$ cat config.mk
export PLATFORM = sky130hd
export DESIGN_NAME = dmem_arbiter_flat
export DESIGN_NICKNAME = d
export VERILOG_FILES = /design/src/rtl/dmem_arbiter_pkg.sv /design/src/rtl/dmem_arbiter_if.sv /design/src/rtl/dmem_arbiter_sat_counter.sv /design/src/rtl/dmem_arbiter.sv /design/src/flat_wrapper.sv
export SDC_FILE = /design/constraint.sdc
export NUM_CORES = 1
export LEC_CHECK = 0
export BUFFER_PORTS_ARGS = -buffer_cell sky130_fd_sc_hd__buf_4
export CAP_MARGIN = 10
export CORE_AREA = 2 2 118 120
export DETAILED_ROUTE_END_ITERATION = 16
export DIE_AREA = 0 0 120 122
export HOLD_SLACK_MARGIN = 0.05
export PLACE_DENSITY = 0.58
export SYNTH_ARGS = -nofsm -noshare
export SYNTH_HDL_FRONTEND = slang
export SYNTH_SLANG_ARGS = --single-unit
$ cat constraint.sdc
create_clock -name clk -period 1.74 [get_ports clk]
set_input_delay 0.348 -clock clk [delete_from_list [all_inputs] [get_ports clk]]
set_output_delay 0.348 -clock clk [all_outputs]
set_load 0.03 [all_outputs]
$ cat src/rtl/dmem_arbiter_pkg.sv
// Shared definitions for the data-memory arbiter: ownership encoding,
// default fairness limits and a counter-width helper.
package dmem_arbiter_pkg;

  typedef enum logic {
    OWN_CPU = 1'b0,
    OWN_DBG = 1'b1
  } own_e;

  localparam int DEF_STARVE_LIMIT = 4;
  localparam int DEF_LOCK_MAX     = 8;

  // Bits needed to hold 0..limit (at least one bit).
  function automatic int cnt_width(input int limit);
    return (limit < 2) ? 1 : $clog2(limit + 1);
  endfunction

endpackage

$ cat src/rtl/dmem_arbiter_if.sv
// Bundle of the CPU MEM-stage, debug port and DataMemory signals that pass
// through the arbiter. slave = arbiter side, master = surrounding system.
interface dmem_arbiter_if #(
  parameter int DATA_WIDTH = 32,
  parameter int ADDR_WIDTH = 32
);

  logic                  cpu_mem_read;
  logic                  cpu_mem_write;
  logic [ADDR_WIDTH-1:0] cpu_addr;
  logic [DATA_WIDTH-1:0] cpu_wdata;
  logic [DATA_WIDTH-1:0] cpu_rdata;
  logic                  cpu_stall;

  logic                  dbg_req;
  logic                  dbg_we;
  logic                  dbg_lock;
  logic [ADDR_WIDTH-1:0] dbg_addr;
  logic [DATA_WIDTH-1:0] dbg_wdata;
  logic                  dbg_gnt;
  logic [DATA_WIDTH-1:0] dbg_rdata;
  logic                  dbg_rvalid;

  logic [ADDR_WIDTH-1:0] mem_addr;
  logic [DATA_WIDTH-1:0] mem_wdata;
  logic                  mem_write;
  logic                  mem_read;
  logic [DATA_WIDTH-1:0] mem_rdata;

  modport slave (
    input  cpu_mem_read, cpu_mem_write, cpu_addr, cpu_wdata,
    output cpu_rdata, cpu_stall,
    input  dbg_req, dbg_we, dbg_lock, dbg_addr, dbg_wdata,
    output dbg_gnt, dbg_rdata, dbg_rvalid,
    output mem_addr, mem_wdata, mem_write, mem_read,
    input  mem_rdata
  );

  modport master (
    output cpu_mem_read, cpu_mem_write, cpu_addr, cpu_wdata,
    input  cpu_rdata, cpu_stall,
    output dbg_req, dbg_we, dbg_lock, dbg_addr, dbg_wdata,
    input  dbg_gnt, dbg_rdata, dbg_rvalid,
    input  mem_addr, mem_wdata, mem_write, mem_read,
    output mem_rdata
  );

endinterface

$ cat src/rtl/dmem_arbiter_sat_counter.sv
// Saturating up-counter with synchronous clear. at_limit reports that the
// count has reached LIMIT, or will reach it at this edge because of inc.
module sat_counter
  import dmem_arbiter_pkg::*;
#(
  parameter int WIDTH = cnt_width(DEF_STARVE_LIMIT),
  parameter int LIMIT = DEF_STARVE_LIMIT
) (
  input  logic clk,
  input  logic rst,
  input  logic inc,
  input  logic clr,
  output logic at_limit
);

  localparam logic [WIDTH-1:0] LIM    = WIDTH'(LIMIT);
  localparam logic [WIDTH-1:0] LIM_M1 = WIDTH'(LIMIT - 1);

  logic [WIDTH-1:0] cnt_q, cnt_d;

  // Next count: clear wins over increment; hold once saturated.
  always_comb begin
    cnt_d = cnt_q;
    if (clr)
      cnt_d = '0;
    else if (inc && (cnt_q != LIM))
      cnt_d = cnt_q + 1'b1;
  end

  // Count register.
  always_ff @(posedge clk) begin
    if (rst) cnt_q <= '0;
    else     cnt_q <= cnt_d;
  end

  assign at_limit = (cnt_q == LIM) | (inc & (cnt_q == LIM_M1));

endmodule

$ cat src/rtl/dmem_arbiter.sv
// Single-port data memory arbiter: CPU MEM stage has priority, the debug
// port gets in when the CPU is idle or has starved it STARVE_LIMIT times,
// and may hold the memory for locked bursts of up to LOCK_MAX cycles.
module dmem_arbiter
  import dmem_arbiter_pkg::*;
#(
  parameter int DATA_WIDTH   = 32,
  parameter int ADDR_WIDTH   = 32,
  parameter int STARVE_LIMIT = DEF_STARVE_LIMIT,
  parameter int LOCK_MAX     = DEF_LOCK_MAX
) (
  input logic           clk,
  input logic           reset,
  dmem_arbiter_if.slave bus
);

  localparam int STARVE_W = cnt_width(STARVE_LIMIT);
  localparam int LOCK_W   = cnt_width(LOCK_MAX);

  own_e                  state_q, state_d;
  logic                  cpu_active, own_dbg, dbg_gnt, dbg_stay, rd_cap;
  logic                  starve_inc, starve_clr, starve_at_limit;
  logic                  lock_clr, lock_at_limit;
  logic [ADDR_WIDTH-1:0] addr_mux;
  logic [DATA_WIDTH-1:0] wdata_mux;
  logic                  write_mux, read_mux;
  logic [DATA_WIDTH-1:0] dbg_rdata_q, dbg_rdata_d;
  logic                  dbg_rvalid_q, dbg_rvalid_d;

  assign cpu_active = bus.cpu_mem_read | bus.cpu_mem_write;
  assign own_dbg    = (state_q == OWN_DBG);
  // Reset abandons any burst immediately, so no grant in a reset cycle.
  assign dbg_gnt    = ~reset & own_dbg & bus.dbg_req;
  assign dbg_stay   = dbg_gnt & bus.dbg_lock & ~lock_at_limit;
  assign rd_cap     = dbg_gnt & ~bus.dbg_we;

  // Starvation: count CPU wins while DBG waits; forget when DBG drops or wins.
  assign starve_inc = ~own_dbg & bus.dbg_req & cpu_active;
  assign starve_clr = own_dbg | ~bus.dbg_req;
  // Burst length: one count per granted cycle, cleared when the burst ends.
  assign lock_clr   = ~dbg_stay;

  sat_counter #(.WIDTH(STARVE_W), .LIMIT(STARVE_LIMIT)) u_starve_cnt (
    .clk      (clk),
    .rst      (reset),
    .inc      (starve_inc),
    .clr      (starve_clr),
    .at_limit (starve_at_limit)
  );

  sat_counter #(.WIDTH(LOCK_W), .LIMIT(LOCK_MAX)) u_lock_cnt (
    .clk      (clk),
    .rst      (reset),
    .inc      (dbg_gnt),
    .clr      (lock_clr),
    .at_limit (lock_at_limit)
  );

  // Ownership decision for the next cycle.
  always_comb begin
    state_d = state_q;
    if (own_dbg)
      state_d = dbg_stay ? OWN_DBG : OWN_CPU;
    else if (bus.dbg_req && (!cpu_active || starve_at_limit))
      state_d = OWN_DBG;
    else
      state_d = OWN_CPU;
  end

  // Ownership FSM register.
  always_ff @(posedge clk) begin
    if (reset) state_q <= OWN_CPU;
    else       state_q <= state_d;
  end

  // Memory port steering; strobes are suppressed while reset is high.
  always_comb begin
    addr_mux  = bus.cpu_addr;
    wdata_mux = bus.cpu_wdata;
    write_mux = bus.cpu_mem_write;
    read_mux  = bus.cpu_mem_read;
    if (own_dbg) begin
      addr_mux  = bus.dbg_addr;
      wdata_mux = bus.dbg_wdata;
      write_mux = bus.dbg_req & bus.dbg_we;
      read_mux  = bus.dbg_req & ~bus.dbg_we;
    end
    if (reset) begin
      write_mux = 1'b0;
      read_mux  = 1'b0;
    end
  end

  // DBG read capture: data held until the next DBG read, valid pulses once.
  always_comb begin
    dbg_rvalid_d = rd_cap;
    dbg_rdata_d  = rd_cap ? bus.mem_rdata : dbg_rdata_q;
  end

  // DBG read-return registers.
  always_ff @(posedge clk) begin
    if (reset) begin
      dbg_rvalid_q <= 1'b0;
      dbg_rdata_q  <= '0;
    end else begin
      dbg_rvalid_q <= dbg_rvalid_d;
      dbg_rdata_q  <= dbg_rdata_d;
    end
  end

  assign bus.mem_addr   = addr_mux;
  assign bus.mem_wdata  = wdata_mux;
  assign bus.mem_write  = write_mux;
  assign bus.mem_read   = read_mux;
  assign bus.cpu_rdata  = bus.mem_rdata;
  assign bus.cpu_stall  = ~reset & own_dbg & cpu_active;
  assign bus.dbg_gnt    = dbg_gnt;
  assign bus.dbg_rdata  = dbg_rdata_q;
  assign bus.dbg_rvalid = dbg_rvalid_q;

endmodule

$ cat src/flat_wrapper.sv
// flat-port wrapper written by rule: the top's interface ports become plain ports
module dmem_arbiter_flat import dmem_arbiter_pkg::*;
#(
  parameter int DATA_WIDTH   = 32,
  parameter int ADDR_WIDTH   = 32,
  parameter int STARVE_LIMIT = DEF_STARVE_LIMIT,
  parameter int LOCK_MAX     = DEF_LOCK_MAX
)
  (clk, reset, bus_cpu_mem_read, bus_cpu_mem_write, bus_cpu_addr, bus_cpu_wdata, bus_cpu_rdata, bus_cpu_stall, bus_dbg_req, bus_dbg_we, bus_dbg_lock, bus_dbg_addr, bus_dbg_wdata, bus_dbg_gnt, bus_dbg_rdata, bus_dbg_rvalid, bus_mem_addr, bus_mem_wdata, bus_mem_write, bus_mem_read, bus_mem_rdata);
  dmem_arbiter_if #(.DATA_WIDTH(DATA_WIDTH), .ADDR_WIDTH(ADDR_WIDTH)) bus_i ();
  input logic clk;
  input logic reset;
  input wire logic [$bits(bus_i.cpu_mem_read)-1:0] bus_cpu_mem_read;
  input wire logic [$bits(bus_i.cpu_mem_write)-1:0] bus_cpu_mem_write;
  input wire logic [$bits(bus_i.cpu_addr)-1:0] bus_cpu_addr;
  input wire logic [$bits(bus_i.cpu_wdata)-1:0] bus_cpu_wdata;
  output wire logic [$bits(bus_i.cpu_rdata)-1:0] bus_cpu_rdata;
  output wire logic [$bits(bus_i.cpu_stall)-1:0] bus_cpu_stall;
  input wire logic [$bits(bus_i.dbg_req)-1:0] bus_dbg_req;
  input wire logic [$bits(bus_i.dbg_we)-1:0] bus_dbg_we;
  input wire logic [$bits(bus_i.dbg_lock)-1:0] bus_dbg_lock;
  input wire logic [$bits(bus_i.dbg_addr)-1:0] bus_dbg_addr;
  input wire logic [$bits(bus_i.dbg_wdata)-1:0] bus_dbg_wdata;
  output wire logic [$bits(bus_i.dbg_gnt)-1:0] bus_dbg_gnt;
  output wire logic [$bits(bus_i.dbg_rdata)-1:0] bus_dbg_rdata;
  output wire logic [$bits(bus_i.dbg_rvalid)-1:0] bus_dbg_rvalid;
  output wire logic [$bits(bus_i.mem_addr)-1:0] bus_mem_addr;
  output wire logic [$bits(bus_i.mem_wdata)-1:0] bus_mem_wdata;
  output wire logic [$bits(bus_i.mem_write)-1:0] bus_mem_write;
  output wire logic [$bits(bus_i.mem_read)-1:0] bus_mem_read;
  input wire logic [$bits(bus_i.mem_rdata)-1:0] bus_mem_rdata;
  assign bus_i.cpu_mem_read = bus_cpu_mem_read;
  assign bus_i.cpu_mem_write = bus_cpu_mem_write;
  assign bus_i.cpu_addr = bus_cpu_addr;
  assign bus_i.cpu_wdata = bus_cpu_wdata;
  assign bus_cpu_rdata = bus_i.cpu_rdata;
  assign bus_cpu_stall = bus_i.cpu_stall;
  assign bus_i.dbg_req = bus_dbg_req;
  assign bus_i.dbg_we = bus_dbg_we;
  assign bus_i.dbg_lock = bus_dbg_lock;
  assign bus_i.dbg_addr = bus_dbg_addr;
  assign bus_i.dbg_wdata = bus_dbg_wdata;
  assign bus_dbg_gnt = bus_i.dbg_gnt;
  assign bus_dbg_rdata = bus_i.dbg_rdata;
  assign bus_dbg_rvalid = bus_i.dbg_rvalid;
  assign bus_mem_addr = bus_i.mem_addr;
  assign bus_mem_wdata = bus_i.mem_wdata;
  assign bus_mem_write = bus_i.mem_write;
  assign bus_mem_read = bus_i.mem_read;
  assign bus_i.mem_rdata = bus_mem_rdata;
  dmem_arbiter #(.DATA_WIDTH(DATA_WIDTH), .ADDR_WIDTH(ADDR_WIDTH), .STARVE_LIMIT(STARVE_LIMIT), .LOCK_MAX(LOCK_MAX)) u_core (.clk(clk), .reset(reset), .bus(bus_i));
endmodule
# ---- Word-level counts from Yosys, hierarchy flattened
# Cells that the tools add are included.
dict set report word_totals {
  ff_bits 41
  elab_cells 51
}
dict set report classes {
  n_bitwise 22
  n_addsub 2
  eq_ne 6
  mux 9
  n_reduce_logical 7
}
# cell n
set ops {}
lappend ops {{two-way mux 32 bit} 2}
lappend ops {{AND 1 bit} 12}
lappend ops {{two-way mux 1 bit} 7}
lappend ops {{inverter 1 bit} 6}
lappend ops {{adder 4 x 1 -> 4 bit (second input constant)} 1}
lappend ops {{equality test 4 x 3 -> 1 bit (second input constant)} 1}
lappend ops {{equality test 4 bit (second input constant)} 1}
lappend ops {{inequality test 4 bit (second input constant)} 1}
lappend ops {{bitwise OR 1 bit} 4}
lappend ops {{OR reduction 2 bit} 2}
lappend ops {{adder 3 x 1 -> 3 bit (second input constant)} 1}
lappend ops {{equality test 3 x 2 -> 1 bit (second input constant)} 1}
lappend ops {{equality test 3 bit (second input constant)} 1}
lappend ops {{logical AND 1 bit} 3}
lappend ops {{inequality test 3 bit (second input constant)} 1}
lappend ops {{logical NOT 1 bit} 1}
lappend ops {{logical OR 1 bit} 1}

# ---- Logic depth before layout (Yosys ltp)
# Gate-level depths: netlist of the first run.
dict set report logic_depth {
  word_depth 9
  depth_mapped 7
  depth_no_buf 5
}

# ---- By module
# A second synthesis of the first run with hierarchy kept.
dict set report unflattened {
  hier_cells 273
  area_unflattened_um2 2970.3
}
# mod seq_area_each_um2 instances cells_each area_per_inst_um2
set by_module_without_submodules {}
lappend by_module_without_submodules {dmem_arbiter 680.7 1 228 2541.2}
lappend by_module_without_submodules {{sat_counter at u_core.u_lock_cnt} 80.1 1 26 237.7}
lappend by_module_without_submodules {{sat_counter at u_core.u_starve_cnt} 60.1 1 19 191.4}

# ---- Worst setup path before layout of the first run
# Ideal clock, no wire load.
dict set report synth_timing {
  path_type {register to output}
  startpoint {register u_core.state_q (netlist: u_core.own_dbg)}
  endpoint {output bus_cpu_stall}
  required_time_ps 1392
  path_stages_with_launch 5
  t_arrival_ps 1540
  setup_slack_ps -148
  cell_sequence {dfxtp_1 > buf_2 > buf_2 > buf_4 > nor3b_1}
}
dict set report synth_via {
  elab_chain_cells 2
}
# element line_no
set synth_rtl {}
lappend synth_rtl {{from (decl)} dmem_arbiter.sv:20} ;# own_e state_q, state_d;
lappend synth_rtl {{from (signal assigned)} dmem_arbiter.sv:73} ;# else state_q <= state_d;
lappend synth_rtl {{AND 1 bit (2 in a row)} dmem_arbiter.sv:116} ;# assign bus.cpu_stall = ~reset & own_dbg & cpu_active;
lappend synth_rtl {{to (decl)} flat_wrapper.sv:18} ;# output wire logic [$bits(bus_i.cpu_stall)-1:0] bus_cpu_stall;
# No other way between the ends.

# ---- Worst setup path in the final report of the first run
dict set report layout_timing {
  startpoint {register u_core.state_q (netlist: u_core.own_dbg)}
  endpoint {output bus_mem_addr[23]}
}
dict set report layout_via {
  elab_chain_cells 1
}
# element line_no
set layout_rtl {}
lappend layout_rtl {{two-way mux 32 bit} dmem_arbiter.sv:82} ;# if (own_dbg) begin
lappend layout_rtl {{to (decl)} flat_wrapper.sv:27} ;# output wire logic [$bits(bus_i.mem_addr)-1:0] bus_mem_addr;
# No other way between the ends.

==> flow_summary.ini, run 1 <==
[outcome]
status = complete, but fails checks
violations = setup timing

[drt]
wl_per_cell_um = 15.8
vias = 2999
route.detailed.vias_per_inst = 4.09
wirelength_mm = 11.6
final_antenna_net_count = 0
first_iter_violations = 78
first_pass_iters = 6
drc = 0

[yosys]
synth_adder_area_share_pct = 2.39
synthesis.area_um2 = 2620
synth_top_cell_by_area = dfxtp_1
yosysWarnings = 0
synth_top_cells_by_area = dfxtp_1, mux2_2, buf_4
synth_top_area_share_pct = 31.3
yosysUniqueCellTypes = 27
synth-simple-area-share_pct = 13.6
avgSynthCellArea_um2 = 8.91
synth-xor-area-share_pct = 1.00
synth-compound-area-share_pct = 8.69
synthCells = 294
synth_fp_nets = 466
ys_ff_latch = 41
synthMuxAreaShare_pct = 27.9
yosysSeqAreaShare_pct = 31.3
synth_top_family_by_area = multiplexers

[placement]
numPortBuffers = 299
dp_worst_setup_slack_ps = 159
place_congestion = 0.845
hpwl_mm = 9.55
placedCellCount = 726

[grt]
grt_max_degree = 34
globalRouteOverflowTotal = 0
grt_pass1_vias = 2977
antenna_found_initial = 0
grt_use_total_pct = 14.7
grt_pass1_wl_mm = 16.6

[finish]
finalNetCount = 726
antenna_cells = 0
layout_common_cells = buf_4, nand2_1, mux2_2
final_common_cell = buf_4
drive_gt1_share_pct = 70.4
synthToLayoutAreaGrowth_pct = 96.9
instances_no_fill = 734

[power_and_ir_drop]
p_total_mw = 3.16
cellLeakagePower_nw = 2.43
vdd_drop_max_uv = 515
powerDensity_nw_per_um2 = 612

[timing]
final-setup-viol-count = 43
rsz0062_at_grt = true
finalSetupTns_ps = -1080
max_freq_ghz = 0.556
finalHoldViolCount = 0
skew_ps = 3.83
fin_crit_sh_pct = 103
layout_min_cycle_time_ps = 1800
slew_violations = 0
slew_headroom_pct = 69.2
setup_slack_ps = -57.3
tightest_slew_ps = 459

[job]
drv_cap = 0

[worst_setup_path]
critPathCaptureType = output pin
crit_arrival_ps = 1450
setup.worst_path.start_class = flop
crit_type = reg2out
critPathMaxFanout = 24
crit_required_ps = 1390

[clock_tree]
cts_tree = built
htree_levels = 2
post_cts.repair.setup_buffers = 0
clock_latency_ps = 280
numClockSinks = 41
clockBufferDepth = 2
path_clk_slew_ps = 60
cts-root-buf = clkbuf_16
numCtsBuffers = 5

[floorplanning]
core_area_um2 = 13500
start_util_pct = 19.4
dieArea_um2 = 14600
ios = 300
dieWidth_um = 120
die_y_um = 122
rows = 43

[hold_path]
hp-class = in2reg
cell type report:
cell class / instances / area [µm²]
fillers: 1356 / 8350
inverters: 7 / 31.3
multi-input cells: 195 / 1490
clock inverters: 2 / 35.0
repair buffers: 304 / 2420
clock buffers: 5 / 125
well taps: 180 / 225
flip-flops and latches: 41 / 825
Yosys cell counts (all sizes together):
cell / number
nand3b: 2
dfxtp: 41
inv: 6
xor2: 1
mux2i: 1
nor2b: 1
o21ai: 1
nor3b: 1
nand4: 1
nand4bb: 1
nand3: 2
ha: 5
a21oi: 33
mux2: 64
a211oi: 1
buf: 48
nor2: 9
and3b: 1
clkbuf: 3
xnor2: 2
nand2: 67
clkinv: 1
nand2b: 1
a2bb2oi: 1
sequential cells by signal, indices dropped and copies added (netlist names):
register	count
u_core.bus.dbg_rvalid	1
u_core.bus.dbg_rdata	32
u_core.u_lock_cnt.cnt_q	4
u_core.u_starve_cnt.cnt_q	3
u_core.own_dbg	1
power breakdown:
group	internal [mW]	switching (mW)
combinational	0.603	0.579
clock	0.666	0.354
sequential	0.947	0.00823
path summary, 6_finish.rpt:
check | slack [ps] | cells after the start | startpoint | endpoint
worst max-delay path | -60 | 3 | u_core.own_dbg | bus_mem_addr[23]
worst min register to register | 450 | 2 | u_core.bus.dbg_rdata[3] | u_core.bus.dbg_rdata[3]
worst max register to register | 210 | 6 | u_core.own_dbg | u_core.bus.dbg_rdata[21]
worst min-delay path | 330 | 3 | bus_mem_rdata[29] | u_core.bus.dbg_rdata[29]
routing by layer:
metal	track usage [%]	vias up	part of all wire (%)
met2	26.5	126	51
met4	2.87	0	0.86
met5	0	-	0
met1	18.3	1394	42
li1	-	1470	-
met3	2.95	9	6.0
logic make-up after synthesis:
logic type,Yosys count
AOI/OAI and AO/OA,36
xor gates and xnor gates,3
adders and majority gates,5
buffers and inverters,58
DFF,41
muxes,65
and+or+nand+nor,86
stage by stage:
stage	hold WS [ps]	util, %	area [µm²]
CTS	320	37.6	5070
global placement	443	35.5	4790
global route	322	38.2	5160
detailed placement	448	35.5	4790
floorplan	430	-	2630
finish	325	38.2	5160
worst max-delay path: stages (launching register included):
cell     delay, ps
dfxtp_4        400
buf_12         190
mux2_2         380
buf_4          180
what timing repair did:
action                     4_1_cts  5_1_grt
pin swaps                        0        0
gates cloned                     1        0
hold buffers                     0        0
setup endpoints to repair       65       64
resized for setup               26       23
No activity file was read; power rests on OpenSTA's default activity.
==> inputs of run 2 (changes only) <==
Settings changed: CORE_AREA 2 2 118 120 to 2 2 117 119, DIE_AREA 0 0 120 122 to 0 0 119 121, PLACE_DENSITY 0.58 to 0.6, TNS_END_PERCENT from default to 5.
Clock period 1.74 ns to 1.5 ns, I/O delays scaled along.
==> run 2 against run 1 <==
Effect of this change:
- clock-buffer cell count increased by 1
- core utilization increased by 5.8 points
- the run still ends with setup timing left
- clock power increased by 24%
- sequential share of layout area decreased by 1.7 points
- worst setup slack got worse by 160 ps
==> flow_summary.ini, run 2 (synthesis results as in run 1) <==
[floorplanning]
core_area_um2 = 13100
dieWidth_um = 119
die_y_um = 121
dieArea_um2 = 14400
rows = 42
start_util_pct = 20.0
ios = 300

[drt]
drc = 0
first_iter_violations = 110
first_pass_iters = 4
wl_per_cell_um = 15.2
vias = 3039
final_antenna_net_count = 0
route.detailed.vias_per_inst = 4.08
wirelength_mm = 11.3

[power_and_ir_drop]
vdd_drop_max_uv = 354
powerDensity_nw_per_um2 = 683
cellLeakagePower_nw = 2.74
pwr-share-comb_pct = 39.8
intPower_mw = 2.78
p_switching_mw = 1.16
switching_share_pct = 29.4
p_seq_share_pct = 28.2
power.clock.fraction_pct = 32.1

[timing]
fin_crit_sh_pct = 115
slew_headroom_pct = 73.4
slew_violations = 0
max_freq_ghz = 0.582
finalHoldViolCount = 0
skew_ps = 3.86
rsz0062_at_grt = true
setup_slack_ps = -219
layout_min_cycle_time_ps = 1720
tightest_slew_ps = 398
finalSetupTns_ps = -12550
final-setup-viol-count = 68

[worst_setup_path]
crit_buf_inv = 3
critPathCaptureType = output pin
critPathMaxFanout = 8
crit_type = reg2out
cpPeakStageDelay_ps = 380
path_delay_family = buffers and inverters
slowest_stage = dfxtp_4
cp_common_cell = buf_12
crit_required_ps = 1200
setup.worst_path.start_class = flop
path_cells = buf_12 > buf_12 > mux2_4 > buf_6
crit_arrival_ps = 1420

[clock_tree]
ctsHoldBuffers = 0
cts-root-buf = clkbuf_16
path_clk_slew_ps = 60
numCtsBuffers = 5
numClockSinks = 41
cts_tree = built
clockBufferDepth = 2
htree_levels = 2
clock_latency_ps = 280

[finish]
layout_common_cells = buf_4, buf_6, nand2_1
largest_reg_flops = 32
register_area_um2 = 825
finalNetCount = 739
nFillCells = 1263
drive_gt1_share_pct = 71.8
instances_no_fill = 744
antenna_cells = 0
synthToLayoutAreaGrowth_pct = 120
final_common_cell = buf_4
multi_input_area_um2 = 1670
utilization_pct = 44.0

[job]
drv_cap = 0

[grt]
grt_pass1_vias = 3099
globalRouteOverflowTotal = 0
grt_use_total_pct = 13.4
grt_max_degree = 34
antenna_found_initial = 0
grt_pass1_wl_mm = 15.4

[placement]
place_congestion = 0.812
dp_worst_setup_slack_ps = 54.6
hpwl_mm = 8.74
placedCellCount = 725
numPortBuffers = 299

[outcome]
violations = setup timing
status = complete, but fails checks

[hold_path]
hp-class = in2reg
run 2: changes by cell type in the layout (fill, tap and decap cells not counted), sizes merged:
cell,delta
clkinvlp,+1
clkinv,-1
buf,+8
clkbuf,+6
run 2: final timing paths:
path	startpoint	endpoint	slack, ps	cells after the start
max	u_core.own_dbg	bus_mem_wdata[29]	-220	4
max reg2reg	u_core.own_dbg	u_core.bus.dbg_rdata[30]	30	8
min reg2reg	u_core.bus.dbg_rdata[22]	u_core.bus.dbg_rdata[22]	450	2
min	bus_mem_rdata[5]	u_core.bus.dbg_rdata[5]	280	3
run 2: what timing repair did:
item | CTS | global route
gates resized for setup | 25 | 128
pin swaps | 1 | 1
endpoints found under the setup margin | 68 | 71
cloned | 0 | 7
setup buffers | 0 | 4
run 2: through the flow:
stage	power [mW]	area [µm²]	hold WS [ps]
5_1_grt	4.08	5760	275
3_5_place_dp	2.43	4810	450
4_1_cts	3.75	5080	271
3_3_place_gp	2.42	4810	444
2_1_floorplan	1.82	2640	430
6_report	3.93	5760	278
run 2: layout make-up:
cell class | count | share of cell area (%)
Multi-Input combinational cell | 195 | 29.0
Clock inverter | 2 | 0.652
Sequential cell | 41 | 14.3
Clock buffer | 6 | 2.41
Inverter | 7 | 0.674
Timing Repair Buffer | 317 | 49.1
Tap cell | 176 | 3.82
run 2: layer usage:
metal / GRT usage [%] / up-vias / share of wire [%]
li1: - / 1497 / -
met1: 15.0 / 1361 / 38
met2: 25.1 / 169 / 54
met3: 3.34 / 12 / 7.1
met4: 3.72 / 0 / 1.5
met5: 0 / - / 0
run 2: worst register-to-register path, stage by stage, from the launching register on:
cell	delay [ps]
dfxtp_4	380
buf_12	120
clkbuf_16	150
nand4bb_1	120
buf_6	150
buf_8	130
buf_12	150
nand2_1	90
a21oi_2	50
run 2: power by group through the flow:
stage,logic [mW],registers [mW],clock network (mW)
finish,1.56,1.11,1.26
global route,1.63,1.11,1.34
CTS,1.33,1.11,1.31
detailed placement,1.30,1.13,0
global placement,1.29,1.13,0
floorplan,0.678,1.14,0
==> inputs of run 3 (changes only) <==
Settings changed: ABC_AREA from default to 1, CORE_AREA 2 2 117 119 to 2 2 115 117, DIE_AREA 0 0 119 121 to 0 0 117 119, PLACE_DENSITY 0.6 to 0.63.
==> run 3 against run 2 <==
Effect of this change:
- the flow still finishes with violations (setup timing)
- clock power fell by 16%
- worst setup slack improved by 120 ps
- synthesized area rose by 3.8%
- critical path type unchanged
- critical endpoint is now bus_mem_wdata[26]
- largest power group unchanged
- highest routed layer unchanged
==> flow_summary.ini, run 3 <==
[outcome]
status = complete, but fails checks
violations = setup timing

[yosys]
yosysMostFrequentCell = nand2_1
synth-edff-count = 0
synthCells = 450
avgSynthCellArea_um2 = 6.04
synth_fp_nets = 622
ys_top_cells_by_count = nand2_1, nor2_1, dfxtp_1
synth_top_area_share_pct = 30.2
ys_ff_latch = 41
synth_top_cell_by_area = dfxtp_1
yosysSeqAreaShare_pct = 30.2
postSynth.asyncResetShare_pct = 0
synth_top_cells_by_area = dfxtp_1, nand2_1, nor2_1
synth-main-ff-cell = dfxtp_1
yosysUniqueCellTypes = 22
synthesis.area_um2 = 2720
yosysWarnings = 0

[timing]
final-setup-viol-count = 67
layout_min_cycle_time_ps = 1590
hold-worst-slack_ps = 268
rsz0062_at_grt = true
tightest_slew_ps = 382
slew_violations = 0
skew_ps = 9.02
finalHoldViolCount = 0
setup_slack_ps = -94.6
slew_headroom_pct = 74.5
max_freq_ghz = 0.627
fin_crit_sh_pct = 106

[finish]
drive_gt1_share_pct = 46.9
synthToLayoutAreaGrowth_pct = 100
finalNetCount = 879
multi_input_area_um2 = 1510
instances_no_fill = 885
register_area_um2 = 825
nFillCells = 1387
largest_reg_flops = 32
final_common_cell = buf_4
layout_common_cells = buf_4, nand2_1, nor2_1

[clock_tree]
numCtsBuffers = 5
path_clk_slew_ps = 70
htree_levels = 2
ctsHoldBuffers = 0
cts-root-buf = clkbuf_16
cts_tree = built
clockBufferDepth = 2
numClockSinks = 41
clock_latency_ps = 280

[drt]
wl_per_cell_um = 14.0
first_pass_iters = 6
route.detailed.vias_per_inst = 4.16
first_iter_violations = 114
final_antenna_net_count = 0
vias = 3678
wirelength_mm = 12.4
drc = 0

[worst_setup_path]
r2r_slack_ps = 230
cpPeakStageDelay_ps = 440
path_delay_family = flip-flops
crit_required_ps = 1200
cp_common_cell = nand2_1
critPathCaptureType = output pin
r2r-start = u_core.own_dbg
critPathMaxFanout = 32
crit_arrival_ps = 1290
reg2reg_depth = 4
path_cells = buf_12 > nand2_1 > nand2_1 > buf_4
crit_type = reg2out
slowest_stage = dfxtp_4
crit_buf_inv = 2
r2r-end = u_core.bus.dbg_rdata[14]
setup.worst_path.start_class = flop

[floorplanning]
core_area_um2 = 12900
die_y_um = 119
dieWidth_um = 117
ios = 300
dieArea_um2 = 13900
start_util_pct = 21.1
rows = 42

[power_and_ir_drop]
powerDensity_nw_per_um2 = 687
p_switching_mw = 1.28
p_seq_share_pct = 29.8
vdd_drop_max_uv = 435
switching_share_pct = 34.3
intPower_mw = 2.46
pwr-share-comb_pct = 41.8
power.clock.fraction_pct = 28.4
cellLeakagePower_nw = 2.85

[job]
drv_cap = 0

[hold_path]
hp-class = in2reg
holdPathStages = 3
holdPathEnd = u_core.bus.dbg_rdata[11]
hp-start = bus_mem_rdata[11]

[grt]
grt_use_total_pct = 16.3
antenna_found_initial = 0
grt_pass1_vias = 3403
grt_pass1_wl_mm = 17.8
grt_max_degree = 34
globalRouteOverflowTotal = 0

[placement]
hpwl_mm = 9.30
placedCellCount = 873
place_congestion = 0.816
dp_worst_setup_slack_ps = 121
numPortBuffers = 299
run 3: changes by cell type in the layout (fill, tap and decap cells not counted), moves of 13 or more:
| cell | previous run | this run |
|---|---|---|
| nand2_1 | 66 | 199 |
| nor2_1 | 9 | 75 |
| mux2_4 | 63 | 0 |
| o31ai_1 | 0 | 32 |
| a21oi_1 | 20 | 0 |
| a21oi_2 | 13 | 0 |
run 3: through the flow:
| stage | power (mW) | setup TNS, ps | cell area (µm²) | utilization (%) |
|---|---|---|---|---|
| 3_5_place_dp | 2.55 | 0 | 4920 | 38.2 |
| 3_3_place_gp | 2.55 | 0 | 4920 | 38.2 |
| 5_1_grt | 3.92 | -6520 | 5440 | 42.3 |
| 2_1_floorplan | 1.88 | -20.4 | 2730 | - |
| 6_report | 3.74 | -2330 | 5440 | 42.3 |
| 4_1_cts | 3.79 | -5240 | 5440 | 42.3 |
run 3: how the worst max path moves through the flow:
stage                        start                end  slack, ps  cells past startpoint
finish              u_core.own_dbg  bus_mem_wdata[26]        -90                      4
global route        u_core.own_dbg  bus_mem_wdata[26]       -170                      4
CTS                 u_core.own_dbg  bus_mem_wdata[29]       -120                      5
detailed placement  u_core.own_dbg  bus_mem_wdata[26]        120                      4
global placement    u_core.own_dbg  bus_mem_wdata[26]        110                      4
floorplan           u_core.own_dbg      bus_mem_write        -20                      4
run 3: cell type report:
type / count / share of cell area (%)
diodes: 1 / 0.0460
clock buffers: 6 / 2.37
clock inverters: 2 / 0.276
inverters: 15 / 1.17
multi-input cells: 335 / 27.8
flip-flops and latches: 41 / 15.1
well taps: 176 / 4.05
repair buffers: 309 / 49.2
run 3: power by group through the flow:
stage	sequential (mW)	combinational (mW)	clock, mW
floorplan	1.15	0.725	0
global placement	1.14	1.41	0
detailed placement	1.14	1.41	0
CTS	1.11	1.57	1.11
global route	1.12	1.66	1.14
finish	1.11	1.56	1.06
run 3: cells by family (layout without fill, tap and decap cells):
kind of cell	Yosys count	after routing	synth area share (%)
simple gates	292	292	41.4
buf+inv	74	332	15.8
flops	41	41	30.2
compound gates	36	36	9.71
fa+ha+maj	5	5	2.30
xor+xnor	2	2	0.644
other cells	0	1	0
run 3: tightest hold or removal path: stages:
cell	delay (ps)
buf_4	80
o31ai_1	60
nor2_1	70
run 3: what timing repair did:
item / 4_1_cts / 5_1_grt
pin swaps: 31 / 7
cloned: 3 / 0
setup endpoints to repair: 66 / 67
resized for setup: 77 / 8
setup buffers: 1 / 0
run 3: per-layer routing:
metal	GRT usage, %	wire [µm]	up-vias
li1	-	-	1881
met1	19.4	5080	1630
met2	28.8	6170	148
met3	3.66	929	19
met4	5.15	249	0
met5	0	0	-
